### config.mk
export PLATFORM = sky130hd
export DESIGN_NAME = rstmgr_sw_rst_req_flat
export DESIGN_NICKNAME = d
export VERILOG_FILES = /design/src/rtl/rstmgr_pkg.sv /design/src/rtl/rstmgr_sw_rst_req_if.sv /design/src/rtl/prim_flop_2sync.sv /design/src/rtl/rstmgr_sw_rst_req.sv /design/src/flat_wrapper.sv
export SDC_FILE = /design/constraint.sdc
export NUM_CORES = 1
export LEC_CHECK = 0
export BUFFER_PORTS_ARGS = -buffer_cell sky130_fd_sc_hd__buf_2
export CAP_MARGIN = 40
export CELL_PAD_IN_SITES_DETAIL_PLACEMENT = 2
export CELL_PAD_IN_SITES_GLOBAL_PLACEMENT = 2
export CORE_MARGIN = 2
export CORE_UTILIZATION = 34
export CTS_BUF_LIST = sky130_fd_sc_hd__clkbuf_8
export DETAILED_ROUTE_END_ITERATION = 8
export PLACE_DENSITY_LB_ADDON = 0.1
export SLEW_MARGIN = 20
export SYNTH_ARGS = -nofsm -noshare
export SYNTH_HDL_FRONTEND = slang
export SYNTH_SLANG_ARGS = --single-unit
### constraint.sdc
create_clock -name clk_i -period 1.88 [get_ports clk_i]
set_input_delay 0.376 -clock clk_i [delete_from_list [all_inputs] [get_ports clk_i]]
set_output_delay 0.376 -clock clk_i [all_outputs]
set_load 0.02 [all_outputs]
### src/rtl/rstmgr_pkg.sv
// rtl/rstmgr_pkg.sv - shared reset-manager types for the leaf software-reset initiator
package rstmgr_pkg;

  localparam int SwRstReqCntW = 8;

  localparam logic [3:0] MuBi4True  = 4'h6;
  localparam logic [3:0] MuBi4False = 4'h9;

  // Sparse encoding so a single upset lands on an invalid code and is caught.
  typedef enum logic [4:0] {
    StIdle      = 5'b01101,
    StAssertReq = 5'b10011,
    StHold      = 5'b00110,
    StRelease   = 5'b11000
  } sw_rst_req_state_e;

endpackage

### src/rtl/rstmgr_sw_rst_req_if.sv
// rtl/rstmgr_sw_rst_req_if.sv - software-reset request/status bundle between rstmgr logic and the initiator
interface rstmgr_sw_rst_req_if;
  import rstmgr_pkg::*;

  logic                    en_i;
  logic                    req_i;
  logic [3:0]              rst_en_i;
  logic                    sw_rst_req_no;
  logic                    busy_o;
  logic                    done_o;
  logic                    timeout_err_o;
  logic                    mubi_err_o;
  logic [SwRstReqCntW-1:0] req_cnt_o;

  modport master (
    output en_i, req_i, rst_en_i,
    input  sw_rst_req_no, busy_o, done_o, timeout_err_o, mubi_err_o, req_cnt_o
  );

  modport slave (
    input  en_i, req_i, rst_en_i,
    output sw_rst_req_no, busy_o, done_o, timeout_err_o, mubi_err_o, req_cnt_o
  );

endinterface

### src/rtl/prim_flop_2sync.sv
// rtl/prim_flop_2sync.sv - two-flop synchroniser with configurable reset value
module prim_flop_2sync #(
  parameter int               Width      = 1,
  parameter logic [Width-1:0] ResetValue = '0
) (
  input  logic             clk_i,
  input  logic             rst_i,
  input  logic [Width-1:0] d_i,
  output logic [Width-1:0] q_o
);

  logic [Width-1:0] meta_q;

  always_ff @(posedge clk_i or posedge rst_i) begin
    if (rst_i) begin
      meta_q <= ResetValue;
      q_o    <= ResetValue;
    end else begin
      meta_q <= d_i;
      q_o    <= meta_q;
    end
  end

endmodule

### src/rtl/rstmgr_sw_rst_req.sv
// rtl/rstmgr_sw_rst_req.sv - paces a leaf software reset: assert, confirm, hold, release, confirm.
// Optional completed-request counter enabled by RSTMGR_SW_RST_REQ_CNT_EN.
module rstmgr_sw_rst_req
  import rstmgr_pkg::*;
#(
  parameter int  HoldCycles    = 4,
  parameter int  TimeoutCycles = 1024,
  localparam int CntW          = $clog2(TimeoutCycles + 1)
) (
  input logic               clk_i,
  input logic               rst_i,
  rstmgr_sw_rst_req_if.slave bus
);

  localparam logic [CntW-1:0] HoldLast    = CntW'(HoldCycles - 1);
  localparam logic [CntW-1:0] TimeoutLast = CntW'(TimeoutCycles - 1);

  logic [3:0] rst_en_q;

  for (genvar i = 0; i < 4; i++) begin : g_sync
    prim_flop_2sync #(
      .Width      (1),
      .ResetValue (MuBi4True[i])
    ) u_sync (
      .clk_i (clk_i),
      .rst_i (rst_i),
      .d_i   (bus.rst_en_i[i]),
      .q_o   (rst_en_q[i])
    );
  end

  logic asserted, released;
  assign asserted = (rst_en_q == MuBi4True);
  assign released = (rst_en_q == MuBi4False);

  sw_rst_req_state_e state_q, state_d;
  logic [CntW-1:0]   cnt_q, cnt_d, cnt_inc;
  logic              req_nq, req_nd;
  logic              done_q, done_d;
  logic              timeout_q, timeout_set;
  logic              mubi_err_q;

  assign cnt_inc = (cnt_q == '1) ? cnt_q : cnt_q + 1'b1;

  always_comb begin
    state_d     = state_q;
    cnt_d       = cnt_q;
    done_d      = 1'b0;
    timeout_set = 1'b0;
    case (state_q)
      // A request landing in the done_o cycle is dropped like any busy-time request.
      StIdle: begin
        if (bus.req_i && bus.en_i && !done_q) begin
          state_d = StAssertReq;
          cnt_d   = '0;
        end
      end
      StAssertReq: begin
        if (asserted) begin
          state_d = StHold;
          cnt_d   = '0;
        end else if (cnt_q == TimeoutLast) begin
          state_d     = StIdle;
          cnt_d       = '0;
          timeout_set = 1'b1;
        end else begin
          cnt_d = cnt_inc;
        end
      end
      StHold: begin
        if (cnt_q == HoldLast) begin
          state_d = StRelease;
          cnt_d   = '0;
        end else begin
          cnt_d = cnt_inc;
        end
      end
      StRelease: begin
        if (released) begin
          state_d = StIdle;
          cnt_d   = '0;
          done_d  = 1'b1;
        end else if (cnt_q == TimeoutLast) begin
          state_d     = StIdle;
          cnt_d       = '0;
          timeout_set = 1'b1;
        end else begin
          cnt_d = cnt_inc;
        end
      end
      default: begin
        state_d     = StIdle;
        cnt_d       = '0;
        timeout_set = 1'b1;
      end
    endcase
  end

  // The request output is a flop loaded from the next state, so it never glitches.
  assign req_nd = !((state_d == StAssertReq) || (state_d == StHold));

  always_ff @(posedge clk_i or posedge rst_i) begin
    if (rst_i) begin
      state_q    <= StIdle;
      cnt_q      <= '0;
      req_nq     <= 1'b1;
      done_q     <= 1'b0;
      timeout_q  <= 1'b0;
      mubi_err_q <= 1'b0;
    end else begin
      state_q    <= state_d;
      cnt_q      <= cnt_d;
      req_nq     <= req_nd;
      done_q     <= done_d;
      timeout_q  <= timeout_q | timeout_set;
      mubi_err_q <= !(asserted || released);
    end
  end

`ifdef RSTMGR_SW_RST_REQ_CNT_EN
  logic [SwRstReqCntW-1:0] req_cnt_q;

  always_ff @(posedge clk_i or posedge rst_i) begin
    if (rst_i) begin
      req_cnt_q <= '0;
    end else if (done_d && (req_cnt_q != '1)) begin
      req_cnt_q <= req_cnt_q + 1'b1;
    end
  end

  assign bus.req_cnt_o = req_cnt_q;
`else
  assign bus.req_cnt_o = '0;
`endif

  assign bus.sw_rst_req_no = req_nq;
  assign bus.busy_o        = (state_q != StIdle);
  assign bus.done_o        = done_q;
  assign bus.timeout_err_o = timeout_q;
  assign bus.mubi_err_o    = mubi_err_q;

endmodule

### src/flat_wrapper.sv
// flat-port wrapper written by rule: the top's interface ports become plain ports
module rstmgr_sw_rst_req_flat import rstmgr_pkg::*;
#(
  parameter int  HoldCycles    = 4,
  parameter int  TimeoutCycles = 1024,
  localparam int CntW          = $clog2(TimeoutCycles + 1)
)
  (clk_i, rst_i, bus_en_i, bus_req_i, bus_rst_en_i, bus_sw_rst_req_no, bus_busy_o, bus_done_o, bus_timeout_err_o, bus_mubi_err_o, bus_req_cnt_o);
  rstmgr_sw_rst_req_if bus_i ();
  input logic clk_i;
  input logic rst_i;
  input wire logic [$bits(bus_i.en_i)-1:0] bus_en_i;
  input wire logic [$bits(bus_i.req_i)-1:0] bus_req_i;
  input wire logic [$bits(bus_i.rst_en_i)-1:0] bus_rst_en_i;
  output wire logic [$bits(bus_i.sw_rst_req_no)-1:0] bus_sw_rst_req_no;
  output wire logic [$bits(bus_i.busy_o)-1:0] bus_busy_o;
  output wire logic [$bits(bus_i.done_o)-1:0] bus_done_o;
  output wire logic [$bits(bus_i.timeout_err_o)-1:0] bus_timeout_err_o;
  output wire logic [$bits(bus_i.mubi_err_o)-1:0] bus_mubi_err_o;
  output wire logic [$bits(bus_i.req_cnt_o)-1:0] bus_req_cnt_o;
  assign bus_i.en_i = bus_en_i;
  assign bus_i.req_i = bus_req_i;
  assign bus_i.rst_en_i = bus_rst_en_i;
  assign bus_sw_rst_req_no = bus_i.sw_rst_req_no;
  assign bus_busy_o = bus_i.busy_o;
  assign bus_done_o = bus_i.done_o;
  assign bus_timeout_err_o = bus_i.timeout_err_o;
  assign bus_mubi_err_o = bus_i.mubi_err_o;
  assign bus_req_cnt_o = bus_i.req_cnt_o;
  rstmgr_sw_rst_req #(.HoldCycles(HoldCycles), .TimeoutCycles(TimeoutCycles)) u_core (.clk_i(clk_i), .rst_i(rst_i), .bus(bus_i));
endmodule
# Word level (Yosys, flattened, before mapping)
# Cells that the tools add are included.
dict set report op_classes {
  addsub 1
  n_eq_ne 13
  mux 19
  n_bitwise 1
  reduce_logical 8
}
# cell count
set ops {}
lappend ops {{11-bit two-way mux} 6}
lappend ops {{11-bit case mux with 4 select lines} 1}
lappend ops {{5-bit two-way mux} 5}
lappend ops {{5-bit case mux with 4 select lines} 1}
lappend ops {{5-bit == test (second input constant)} 3}
lappend ops {{11-bit by 1-bit adder with 11-bit output (second input constant)} 1}
lappend ops {{11-bit by 10-bit == test with 1-bit output (second input constant)} 1}
lappend ops {{11-bit == test (second input constant)} 1}
lappend ops {{11-bit by 2-bit == test with 1-bit output (second input constant)} 1}
lappend ops {{5-bit by 3-bit == test with 1-bit output (second input constant)} 2}
lappend ops {{5-bit by 4-bit == test with 1-bit output (second input constant)} 1}
lappend ops {{1-bit two-way mux} 5}
lappend ops {{5-bit by 4-bit inequality test with 1-bit output (second input constant)} 1}
lappend ops {{4-bit by 3-bit == test with 1-bit output (second input constant)} 1}
lappend ops {{4-bit == test (second input constant)} 1}
lappend ops {{1-bit logical NOT} 3}
lappend ops {{1-bit case mux with 3 select lines} 1}
lappend ops {{1-bit logical AND} 2}
lappend ops {{1-bit logical OR} 2}
lappend ops {{2-bit by 1-bit inequality test with 1-bit output (second input constant)} 1}
lappend ops {{2-bit OR reduction} 1}
lappend ops {{1-bit OR} 1}
dict set report word_totals {
  regBits 28
  in_bits 8
  out_inout_bits 13
  wordCells 56
}

# Logic depth before layout (Yosys ltp)
# Gate-level depths: netlist of run 1.
dict set report depth {
  word_depth 7
  mapped_depth 6
  depth_no_buf 6
}

# Modules after synthesis
# Synthesis of run 1 repeated with hierarchy kept, for this count alone.
dict set report unflattened {
  hier_cells 137
  area_unflattened_um2 1410.1
}
# mod instances cells_per_inst area_each_um2 seq_area_each_um2
set modules_own_cells {}
lappend modules_own_cells {rstmgr_sw_rst_req 1 125 1189.9 505.5}
lappend modules_own_cells {{prim_flop_2sync at u_core.g_sync[1].u_sync ...} 2 3 56.3 52.6}
lappend modules_own_cells {{prim_flop_2sync at u_core.g_sync[0].u_sync ...} 2 3 53.8 50.0}

# Worst setup path before layout of run 1
# Ideal clock, no wire load.
dict set report synth_timing {
  path_type {register -> register}
  start {register u_core.cnt_q[0]}
  end {register u_core.cnt_q[9]}
  t_arrival_ns 1.716
  path_slack_ns 0.027
  stages_incl_launch_ff 7
  synth_period_minus_slack_ns 1.853
  path_cell_list {dfrtp_1 -> ha_1 -> and3_2 -> nand2_4 -> or3_4 -> a211oi_4 -> o22ai_1}
}
dict set report synth_between {
  elab_chain_len 5
}
# element line_no
set synth_rtl {}
lappend synth_rtl {{start, declared} rstmgr_sw_rst_req.sv:37} ;# logic [CntW-1:0] cnt_q, cnt_d, cnt_inc;
lappend synth_rtl {{start signal, assigned} rstmgr_sw_rst_req.sv:112} ;# cnt_q <= cnt_d;
lappend synth_rtl {{11-bit by 1-bit adder with 11-bit output or 11-bit == test (tied branches)} rstmgr_sw_rst_req.sv:43} ;# assign cnt_inc = (cnt_q == '1) ? cnt_q : cnt_q + 1'b1;
lappend synth_rtl {{11-bit two-way mux} rstmgr_sw_rst_req.sv:43}
lappend synth_rtl {{11-bit two-way mux} {rstmgr_sw_rst_req.sv:62, rstmgr_sw_rst_req.sv:83}}
lappend synth_rtl {{11-bit two-way mux (on tied branches)} {rstmgr_sw_rst_req.sv:79, rstmgr_sw_rst_req.sv:59}}
lappend synth_rtl {{11-bit case mux with 4 select lines (*)} rstmgr_sw_rst_req.sv:50} ;# case (state_q)
# Mark *: on every way between the ends. The rest lies on a longest branch, timed or not.
# A chain may end at the register's enable or synchronous reset.

# Final worst setup path of run 1
dict set report layout_timing {
  start {register u_core.cnt_q[1]}
  end {register u_core.cnt_q[9]}
}
# Same word-level chain as after synthesis.

==> results of run 1 <==
==> metrics by stage <==
| stage | utilization [%] | total power (uW) | hold WS, ns | cells |
|---|---|---|---|---|
| after global routing | 46.6 | 1920 | 0.175 | 229 |
| final | 46.6 | 1830 | 0.151 | 229 |
| after detailed placement | 41.0 | 1180 | 0.339 | 214 |
| after floorplan | - | 1020 | 0.331 | 143 |
| after CTS | 43.4 | 1680 | 0.171 | 218 |
| after global placement | 41.0 | 1150 | 0.336 | 214 |
==> sequential cells by signal, indices dropped and copies added, names as in the netlist <==
signal,cells
u_core.cnt_q,11
u_core.g_sync.u_sync.q_o,4
u_core.state_q,5
u_core.g_sync.u_sync.meta_q,4
u_core.bus.timeout_err_o,1
u_core.bus.mubi_err_o,1
u_core.bus.sw_rst_req_no,1
u_core.bus.done_o,1
==> where the power goes <==
| part | total (uW) | switching [uW] | internal [uW] |
|---|---|---|---|
| logic | 623 | 340 | 284 |
| registers | 718 | 45.2 | 673 |
| clock network | 491 | 205 | 286 |
| total | 1830 | 590 | 1240 |
==> per-layer routing <==
| layer | vias to the layer above | part of all wire [%] | routed length (um) |
|---|---|---|---|
| li1 | 574 | - | - |
| met1 | 652 | 45 | 1970 |
| met2 | 16 | 52 | 2240 |
| met3 | 5 | 2.1 | 91 |
| met4 | 0 | 0.92 | 40 |
| met5 | - | 0 | 0 |
==> final timing paths <==
kind                            cells after the start                              to                            from
worst max-delay path                                7                 u_core.cnt_q[9]                 u_core.cnt_q[1]
worst min register to register                      0     u_core.g_sync[0].u_sync.q_o  u_core.g_sync[0].u_sync.meta_q
max in group asynchronous                           3               u_core.state_q[3]                           rst_i
worst min-delay path                                3  u_core.g_sync[3].u_sync.meta_q                           rst_i
min in group clk_i                                  1  u_core.g_sync[1].u_sync.meta_q                 bus_rst_en_i[1]
worst max register to register                      7                 u_core.cnt_q[9]                 u_core.cnt_q[1]
==> logic make-up after synthesis <==
group / after synthesis
and+or+nand+nor: 59
AOI/OAI and AO/OA: 30
DFF: 28
buffers and inverters: 13
xor gates and xnor gates: 4
adders and majority gates: 1
other: 1
==> worst min-delay path: cells and delay by family <==
kind | cells | cell delay (ns)
buffers and inverters | 3 | 0.48
==> cell type report <==
| cell class | instances | area (sq um) |
|---|---|---|
| clock buffers | 3 | 41.3 |
| repair buffers | 42 | 292 |
| fillers | 435 | 2150 |
| clock inverters | 1 | 30.0 |
| flip-flops and latches | 28 | 711 |
| well taps | 50 | 62.6 |
| inverters | 3 | 11.3 |
| multi-input cells | 102 | 728 |
==> synthesized netlist by cell type, drive strengths merged (2+ instances only) <==
library cell	count	share of area, %
nor3b	2	1.0
and4	2	1.2
and2	2	0.87
a221oi	2	1.2
a21oi	3	1.0
dfrtp	20	35
o21ai	10	3.5
inv	3	0.79
nand2	11	3.4
nor2	9	2.4
xor2	4	2.4
dfstp	8	15
nand3	5	1.7
nor3	3	1.0
or3	2	1.2
nand3b	5	2.6
and4bb	2	1.7
o22ai	5	2.6
and3	4	1.8
nor4bb	2	1.4
buf	9	4.7
nand4	5	2.2
o21a	3	1.6
==> what timing repair did <==
item	CTS	global route
setup endpoints to repair	3	14
setup buffers	0	10
gates cloned	0	1
pin swaps	0	9
gates resized for setup	4	12
==> impl_metrics.ini, run 1 <==
[routing]
wl_mm = 4.35
drt_iter0_markers = 25
vias = 1247
avgRoutedWirePerCell_um = 19.0
antenna_left = 0
vias_per_cell = 5.45
route.detailed.drc = 0
drtPass1Iterations = 4

[place]
placed_cell_area_sq_um = 1650
numPortBuffers = 12
post-place-ws_ns = -0.0304
gp_congestion = 0.740
dp_hpwl_mm = 2.94

[worst_setup_path]
critPathArrivalTime_ns = 2.08
r2r_slack_ns = -0.03
startpoint_type = flip-flop
worst-setup-path-type = flip-flop to flip-flop
crit_chain = ha_4 > and3_4 > nand2_4 > or3_4 > a211oi_4 > buf_6 > o22ai_2
crit_required_ns = 2.05
crit_buf_inv = 1
path_max_fanout = 5
endpoint_kind = flip-flop
cp_slowest_cell = dfrtp_1
max_stage_delay_ns = 0.42
critPathTopFamily = simple AND/OR/NAND/NOR gates

[global_routing]
grtUsageTotal_pct = 18.9
grtUsageMet2_pct = 33.7
grt_max_degree = 29
grt_pass1_wl_mm = 6.61
met1_usage_pct = 24.0
overflow = 0
grt-busiest-layer = met2
antenna_found_initial = 0
use_met3_pct = 2.44
grt_pass1_vias = 1336

[cells_and_area]
area_delta_synth_final_pct = 31.1
drive_above_1_share_pct = 39.1
final_common_cell = buf_4
final_nets = 189
layout_common_cells = 30 x buf_4, 20 x dfrtp_1, 11 x buf_2
num_antenna_cells = 0
final_cell_area_sq_um = 1880

[cts]
clk_latency_ns = 0.28
cts_tree = yes
clock-sinks = 28
ctsHoldBuffers = 0
numCtsBuffers = 3
cts-root-buf = clkbuf_8
cts_max_level = 1
cts_buffer_depth = 2
cts.clk_slew.worst_paths_ns = 0.10

[synth]
ys_seq_area_share_pct = 49.7
synthCells = 136
synth_fa_ha_area_share_pct = 0.875
syn_avg_cell_area_sq_um = 10.5
ys_ff_latch = 28
muxShareOfSynthArea_pct = 0
synth_simple_gate_area_share_pct = 25.7
synth_edf_count = 0
synth_compound_area_share_pct = 15.2
yosys_warnings = 0
netlist_area_sq_um = 1430
synth_xor_area_share_pct = 2.45
async_reset_ff_share_pct = 100
synth_top_family_by_area = simple AND/OR/NAND/NOR gates
synth_flop_cell = dfrtp_1
ys_types = 43

[pwr]
power.density_nw_per_um2 = 977
max-vdd-ir-drop_v = 0.000369
static-leakage-power_uw = 0.000840

[timing]
hold_violations = 0
rsz0062_at_grt = yes
setup_tns_ns = -0.100
fin_crit_sh_pct = 102
skew_ns = 0.00172
fin_ws_ns = -0.0302
max_freq_mhz = 524
setup_violations = 5
drv_slew = 0
period_minus_slack_ns = 1.91

[run_status]
status = finished with violations
violations = setup timing

[job]
cap_violations = 0

[floorplan]
die_area_sq_um = 4740
start_util_pct = 35.5
die_w_um = 68.9
ios = 21
die_y_um = 68.9
design.core.area_sq_um = 4030
rows = 23

[min_path]
hold_class = input port to asynchronous set/reset pin
Note: power is estimated with default switching activity, not from simulation.
==> inputs of run 2 (changes only) <==
Settings changed: GPL_TIMING_DRIVEN set to 0.
==> impl_metrics.ini, run 2 (synthesis gave the netlist of run 1 again) <==
[run_status]
status = finished with violations
violations = setup timing

[global_routing]
grtUsageTotal_pct = 20.2
overflow = 0
grt_pass1_wl_mm = 6.84
grt_pass1_vias = 1313
antenna_found_initial = 0
grt_max_degree = 17

[cells_and_area]
layout_common_cells = 28 x buf_4, 18 x dfrtp_1, 11 x buf_2
final_common_cell = buf_4
final_cell_area_sq_um = 1990
postLayoutCoreUtil_pct = 49.3
drive_above_1_share_pct = 45.0
area_delta_synth_final_pct = 38.8
reg_top3 = u_core.cnt_q (11), u_core.state_q (5)
final_nets = 190
top_register = u_core.cnt_q
largest_reg_flops = 11
num_antenna_cells = 0
fillCellCount = 422

[place]
dp_hpwl_mm = 2.74
placed_cell_area_sq_um = 1610
gp_congestion = 0.783
post-place-ws_ns = -0.365
numPortBuffers = 12

[worst_setup_path]
r2r_cells = 6
worst-setup-path-type = flip-flop to flip-flop
setup.worst_path.start = u_core.state_q[0]
endpoint_kind = flip-flop
r2r_start = u_core.state_q[0]
worstReg2RegEnd = u_core.state_q[2]
startpoint_type = flip-flop
path_max_fanout = 6
cp-endpoint = u_core.state_q[2]
critPathArrivalTime_ns = 2.15
r2r_slack_ns = -0.05
crit_required_ns = 2.10

[min_path]
hp-start = bus_rst_en_i[2]
hold_class = input port to flip-flop

[floorplan]
ios = 21
die_y_um = 68.9
start_util_pct = 35.5
die_w_um = 68.9
design.core.area_sq_um = 4030
die_area_sq_um = 4740
rows = 23

[timing]
drv_slew = 0
max_freq_mhz = 519
hold_violations = 0
rsz0062_at_grt = yes
tightest_slew_ns = 0.696
setup_violations = 10
skew_ns = 0.00106
fin_crit_sh_pct = 103
relSlewSlack_pct = 53.5
fin_ws_ns = -0.0483
period_minus_slack_ns = 1.93

[cts]
clk_latency_ns = 0.29
numCtsBuffers = 3
cts-root-buf = clkbuf_8
clock-sinks = 28
cts_max_level = 1
cts.clk_slew.worst_paths_ns = 0.10
cts_buffer_depth = 2
cts_tree = yes

[routing]
vias_per_cell = 5.69
vias = 1309
drtPass1Iterations = 4
antenna_left = 0
avgRoutedWirePerCell_um = 20.7
route.detailed.drc = 0
wl_mm = 4.77
drt_iter0_markers = 52

[pwr]
max-vdd-ir-drop_v = 0.000463
power.density_nw_per_um2 = 958
static-leakage-power_uw = 0.000883

[job]
cap_violations = 0
==> run 2: changes by cell type in the layout (fill, tap and decap cells not counted), sizes merged <==
cell  previous run  this run
buf             42        43
==> run 2: metal layers <==
metal  GRT usage (%)  up-vias  part of all wire, %
li1                -      585                    -
met2            35.5       37                   51
met4            7.35        0                  2.0
met3            2.60       11                  3.7
met1            25.3      676                   43
met5               0        -                    0
==> run 2: how the worst min path moves through the flow <==
stage	slack, ns	endpoint	cells after the start
2_1_floorplan	0.33	u_core.g_sync[0].u_sync.q_o	0
3_3_place_gp	0.33	u_core.g_sync[0].u_sync.q_o	0
3_5_place_dp	0.34	u_core.g_sync[0].u_sync.q_o	0
4_1_cts	0.16	u_core.g_sync[2].u_sync.meta_q	1
5_1_grt	0.16	u_core.g_sync[2].u_sync.meta_q	1
6_report	0.17	u_core.g_sync[2].u_sync.meta_q	1
==> run 2: timing repair <==
action	CTS	global route
cloned	1	0
hold buffers	0	0
setup endpoints to repair	15	15
buffers inserted	9	12
gates resized for setup	14	16
pin swaps	4	10
==> run 2: final cells by class <==
type	count	area [sq um]	share of cell area, %
clock buffers	3	41.3	2.08
multi-input cells	102	792	39.9
plain buffers	9	67.6	3.40
clock inverters	1	30.0	1.51
repair buffers	34	268	13.5
flip-flops and latches	28	713	35.9
well taps	50	62.6	3.15
inverters	3	11.3	0.567
==> run 2: power breakdown <==
group,switching (uW),total [uW],internal [uW]
clock,211,497,286
sequential,60.4,734,674
combinational,366,670,305
total,637,1900,1260
==> run 2: per-stage QoR <==
stage	TNS [ns]	instances	total power, uW	hold WS [ns]
finish	-0.195	230	1900	0.172
global route	-0.922	230	1980	0.159
CTS	-0.126	219	1890	0.164
detailed placement	-3.84	206	1170	0.336
global placement	-2.19	205	1120	0.333
floorplan	0	143	1020	0.331
==> run 2: worst max-delay path, cell delays in order (launching register included) <==
cell	delay [ns]
dfstp_2	0.41
nor3b_1	0.29
nand3b_1	0.29
buf_4	0.22
nand4_1	0.13
nand3b_1	0.13
or3_1	0.38
